==> src/rtl/rename_reg_file.sv <==
// Architectural register file x0..x31 with per-register ROB rename tags.
// Operand lookups resolve through the register, the same-cycle commit, or a ROB readiness lookup.
module rename_reg_file #(
  parameter int ROB_WIDTH_BIT = 4
) (
  input  logic                     clk_in,
  input  logic                     rst_in,
  input  logic                     rdy_in,
  input  logic                     clear,
  input  logic [4:0]               commit_reg_id,
  input  logic [31:0]              commit_val,
  input  logic [ROB_WIDTH_BIT-1:0] commit_rob_id,
  input  logic [4:0]               rename_reg_id,
  input  logic [ROB_WIDTH_BIT-1:0] rename_rob_id,
  input  logic [4:0]               rs1_id,
  input  logic [4:0]               rs2_id,
  output logic [ROB_WIDTH_BIT-1:0] rob_rs1_id,
  input  logic                     rob_rs1_ready,
  input  logic [31:0]              rob_rs1_val,
  output logic [ROB_WIDTH_BIT-1:0] rob_rs2_id,
  input  logic                     rob_rs2_ready,
  input  logic [31:0]              rob_rs2_val,
  output logic [31:0]              rs1_val,
  output logic                     rs1_has_dep,
  output logic [ROB_WIDTH_BIT-1:0] rs1_dep,
  output logic [31:0]              rs2_val,
  output logic                     rs2_has_dep,
  output logic [ROB_WIDTH_BIT-1:0] rs2_dep
);

  logic [31:0]              regs [32];
  logic [ROB_WIDTH_BIT-1:0] dep  [32];
  logic [31:0]              busy;

  logic commit_en;
  logic rename_en;

  assign commit_en = (commit_reg_id != 5'd0);
  assign rename_en = (rename_reg_id != 5'd0) && !clear;

  // Entry 0 is only ever reset, so x0 reads as zero, idle, tag 0.
  always_ff @(posedge clk_in or posedge rst_in) begin
    if (rst_in) begin
      for (int i = 0; i < 32; i++) begin
        regs[i] <= 32'd0;
        dep[i]  <= '0;
      end
      busy <= 32'd0;
    end else if (rdy_in) begin
      if (commit_en) begin
        regs[commit_reg_id] <= commit_val;
        if (dep[commit_reg_id] == commit_rob_id)
          busy[commit_reg_id] <= 1'b0;
      end
      // A rename of the committing register wins: busy stays set with the new tag.
      if (clear) begin
        busy <= 32'd0;
      end else if (rename_en) begin
        busy[rename_reg_id] <= 1'b1;
        dep[rename_reg_id]  <= rename_rob_id;
      end
    end
  end

  assign rob_rs1_id = dep[rs1_id];
  assign rob_rs2_id = dep[rs2_id];
  assign rs1_dep    = dep[rs1_id];
  assign rs2_dep    = dep[rs2_id];

  always_comb begin
    rs1_val     = 32'd0;
    rs1_has_dep = 1'b0;
    if (rs1_id == 5'd0) begin
      rs1_val = 32'd0;
    end else if (!busy[rs1_id]) begin
      rs1_val = regs[rs1_id];
    end else if (commit_en && (commit_rob_id == dep[rs1_id])) begin
      rs1_val = commit_val;
    end else if (rob_rs1_ready) begin
      rs1_val = rob_rs1_val;
    end else begin
      rs1_has_dep = 1'b1;
    end
  end

  always_comb begin
    rs2_val     = 32'd0;
    rs2_has_dep = 1'b0;
    if (rs2_id == 5'd0) begin
      rs2_val = 32'd0;
    end else if (!busy[rs2_id]) begin
      rs2_val = regs[rs2_id];
    end else if (commit_en && (commit_rob_id == dep[rs2_id])) begin
      rs2_val = commit_val;
    end else if (rob_rs2_ready) begin
      rs2_val = rob_rs2_val;
    end else begin
      rs2_has_dep = 1'b1;
    end
  end

endmodule

==> config.mk <==
export PLATFORM = sky130hd
export DESIGN_NAME = rename_reg_file
export DESIGN_NICKNAME = d
export VERILOG_FILES = /design/src/rtl/rename_reg_file.sv
export SDC_FILE = /design/constraint.sdc
export NUM_CORES = 2
export LEC_CHECK = 0
export CAP_MARGIN = 20
export CORE_ASPECT_RATIO = 2
export CORE_UTILIZATION = 58
export CTS_BUF_LIST = sky130_fd_sc_hd__clkbuf_4 sky130_fd_sc_hd__clkbuf_8
export DETAILED_ROUTE_END_ITERATION = 16
export PLACE_DENSITY = 0.9
export SLEW_MARGIN = 30
export SYNTH_ARGS = -nofsm -noshare
export SYNTH_HDL_FRONTEND = slang
export SYNTH_SLANG_ARGS = --single-unit
==> constraint.sdc <==
create_clock -name clk_in -period 43 [get_ports clk_in]
set_input_delay 8.6 -clock clk_in [delete_from_list [all_inputs] [get_ports clk_in]]
set_output_delay 8.6 -clock clk_in [all_outputs]
set_load 0.01 [all_outputs]
==> metrics <==
worst min-delay path class=flip-flop to flip-flop; mean cell area of the mapped netlist=14.5 um2; CTS Buffer Depth=3; final hold violation count=0; clk_skew=42.2 ps; CTS tree=yes; H-tree lvl count=4; startpoint kind of the worst setup timing path=input port; power density over cell area=43.8 mW/mm2; number of routed nets with antenna violations=0; average wire length per cell after detail routing=37.1 um; initial cell density of the core=58.5%; cell area after layout=0.0730 mm2; Buffers on Ports=211; fraction of final layout cells sized beyond drive strength 1=49.1%; number of nets in the layout=4670; GRT Total Usage=39.8%; sequential cell area fraction in the yosys report=44.5%; Slew @ Worst Pin=1270 ps; worst reg-to-reg setup slack=39980 ps; net switching power=967 uW; area of the placeable core=0.114 mm2; x dimension of the die=242 um; WS Path Type=input port to primary output; Sw Ratio=30.3%; gr ovfl total=0; total via count after detailed routing=47800; data required time of the critical path=34400 ps; final cycle utilization of the critical path=53.2%; endpoint class of the critical path=primary output; Layout area overhead=9.51%; # Post-CTS Setup Buffers=0; max cap viols=0; final critical path time including I/O delays and setup=22860 ps; setup repair after global routing missed its margin=no; largest net degree at the start of global routing=165; number of detailed-route iterations in the first pass=8; Post-synth EDFFs=0; First DRT Iteration DRCs=5951; leading cell type in the layout, fill and taps excluded=sky130_fd_sc_hd__dfrtp_1; Critical Path AT=14260 ps; Comb power frac=24.3%; post-synthesis sequential element count=1184; distinct cell type count after synthesis=60; worst-path fanout max=71; largest cells by area after synthesis=sky130_fd_sc_hd__dfrtp_1, sky130_fd_sc_hd__mux4_2, sky130_fd_sc_hd__mux2_2; number of pins exceeding their max-slew limit in the final report=0; ys async rst share=100%; number of ports placed on the die boundary=212; maximum VDD drop=0.0395 mV; status=finished, final reports clean; Int Pwr=2.23 mW; placed standard-cell area=0.0694 mm2; clock transition time at the flip-flop clock pins of the worst setup and hold paths=70 ps; wire length of the first global-routing pass=336000 um; part of the total power dissipated in sequential elements=46.3%; via count of the first global-routing pass=50200; cell type with the highest aggregate area in the netlist=sky130_fd_sc_hd__dfrtp_1; number of fill cells in the layout=7556; top cell type's share of synthesized area=44.5%; top achievable clock speed=43.7 MHz; initial antenna violation count=31; CTS Root Buffer Type=sky130_fd_sc_hd__clkbuf_8; number of remaining DRC errors=0; die area=0.116 mm2; number of standard cells after synthesis=4610; total CTS buffers=158; aggregate routed wire length=229000 um; weighted congestion at the end of routability-driven global placement=1.03; standard-cell rows=175; part of the power in the clock network=29.4%; count of synthesis-stage warnings from yosys=0; Sum Neg Setup Slack=0 ps; worst skew pair latency=880 ps; Max transition margin=14.8%; Leakage Power=31.0 nW; Detail Placement HPWL=138000 um; number of hold buffers added after CTS=0; die height=481 um; most used cells in the layout excluding fill and tap cells=sky130_fd_sc_hd__dfrtp_1, sky130_fd_sc_hd__mux2_2, sky130_fd_sc_hd__mux4_2; post-CTS sizing=0; nets in the synthesized netlist=4740; top_reg_cell synth=sky130_fd_sc_hd__dfrtp_1; post-synthesis cell area=0.0667 mm2; drt via density=7.74; number of clock sinks=1184; total setup violations reported at the end of the flow=0
[cell type report]
| class | count | area (um2) | share of cell area (%) |
|---|---|---|---|
| inverters | 6 | 30.0 | 0.0411 |
| multi-input cells | 2861 | 34900 | 47.8 |
| flip-flops and latches | 1184 | 29600 | 40.6 |
| clock inverters | 33 | 320 | 0.439 |
| repair buffers | 329 | 3050 | 4.18 |
| diodes | 15 | 37.5 | 0.0514 |
| well taps | 1504 | 1880 | 2.58 |
| clock buffers | 246 | 3120 | 4.28 |
[kinds of logic (layout without fill, tap and decap cells)]
family          Yosys count  count (layout)  synth area share, %
compound gates          466             466                 5.07
xor+xnor                  6               6               0.0788
buf+inv                 565             614                 3.61
flops                  1184            1184                 44.5
mux                    1988            1988                 43.6
other cells               0              15                    0
simple gates            401             401                 3.14
[metrics by stage]
stage | util (%) | instances | hold slack, ps | power, mW | setup slack (ps)
after floorplan | - | 4610 | 441 | 1.98 | 1050
after global placement | 60.9 | 5878 | 376 | 2.18 | 20340
after detailed placement | 61.0 | 5881 | 384 | 2.24 | 20320
after CTS | 64.0 | 6160 | 402 | 3.17 | 20320
after global routing | 64.1 | 6169 | 409 | 3.29 | 20180
final | 64.1 | 6178 | 406 | 3.19 | 20140
[metal layers]
metal	part of all wire [%]	track usage [%]	wire length, um
met1	31	42.9	70000
met2	47	61.8	107000
met3	13	14.8	29300
met4	10	34.6	22800
met5	0.066	0.249	151
[power groups by stage]
stage	registers (mW)	clock network [mW]	logic, mW
2_1_floorplan	1.43	0	0.553
3_3_place_gp	1.46	0	0.727
3_5_place_dp	1.48	0	0.752
4_1_cts	1.47	0.941	0.760
5_1_grt	1.50	0.984	0.809
6_report	1.48	0.938	0.778
[path summary, 6_finish.rpt]
| kind | start | endpoint | cells after the start |
|---|---|---|---|
| max | rs2_id[1] | rs2_val[3] | 12 |
| min | regs[1023]$_DFFE_PP0P_ | regs[1023]$_DFFE_PP0P_ | 0 |
| max reg2reg | dep[23]$_DFFE_PP0P_ | busy[28]$_DFFE_PP0P_ | 8 |
| min reg2reg | regs[1023]$_DFFE_PP0P_ | regs[1023]$_DFFE_PP0P_ | 0 |
| max in group asynchronous | rst_in | regs[191]$_DFFE_PP0P_ | 7 |
| min in group asynchronous | rst_in | regs[73]$_DFFE_PP0P_ | 2 |
[worst max-delay path: stages]
cell and delay [ps]:
sky130_fd_sc_hd__buf_8 540, sky130_fd_sc_hd__buf_4 880, sky130_fd_sc_hd__mux4_2 470, sky130_fd_sc_hd__a32o_1 220, sky130_fd_sc_hd__nor4_1 680, sky130_fd_sc_hd__o21a_1 200, sky130_fd_sc_hd__buf_4 460, sky130_fd_sc_hd__or2_1 740
sky130_fd_sc_hd__buf_4 400, sky130_fd_sc_hd__o31ai_1 140, sky130_fd_sc_hd__a31oi_1 250, sky130_fd_sc_hd__clkdlybuf4s50_1 570
[cell usage after synthesis, types with 21 or more instances]
master	instances
sky130_fd_sc_hd__nand2_1	105
sky130_fd_sc_hd__a21oi_1	61
sky130_fd_sc_hd__mux4_2	614
sky130_fd_sc_hd__o31ai_1	33
sky130_fd_sc_hd__o41a_1	32
sky130_fd_sc_hd__nand4_1	39
sky130_fd_sc_hd__clkbuf_1	357
sky130_fd_sc_hd__buf_1	82
sky130_fd_sc_hd__mux2_2	1165
sky130_fd_sc_hd__a211oi_1	34
sky130_fd_sc_hd__o211ai_1	30
sky130_fd_sc_hd__nor3_1	79
sky130_fd_sc_hd__nor2b_1	27
sky130_fd_sc_hd__o311ai_0	32
sky130_fd_sc_hd__buf_2	87
sky130_fd_sc_hd__nor2_1	38
sky130_fd_sc_hd__o21ai_0	76
sky130_fd_sc_hd__buf_4	21
sky130_fd_sc_hd__a22oi_1	50
sky130_fd_sc_hd__mux2i_1	206
sky130_fd_sc_hd__dfrtp_1	1184
sky130_fd_sc_hd__a31oi_1	32
sky130_fd_sc_hd__a221oi_1	36
sky130_fd_sc_hd__and2_1	35
[sequential cells by signal, indices dropped and copies added (netlist names)]
register and cells:
dep 128, busy 32, regs 1024
Power figures use the tool's default switching activity.
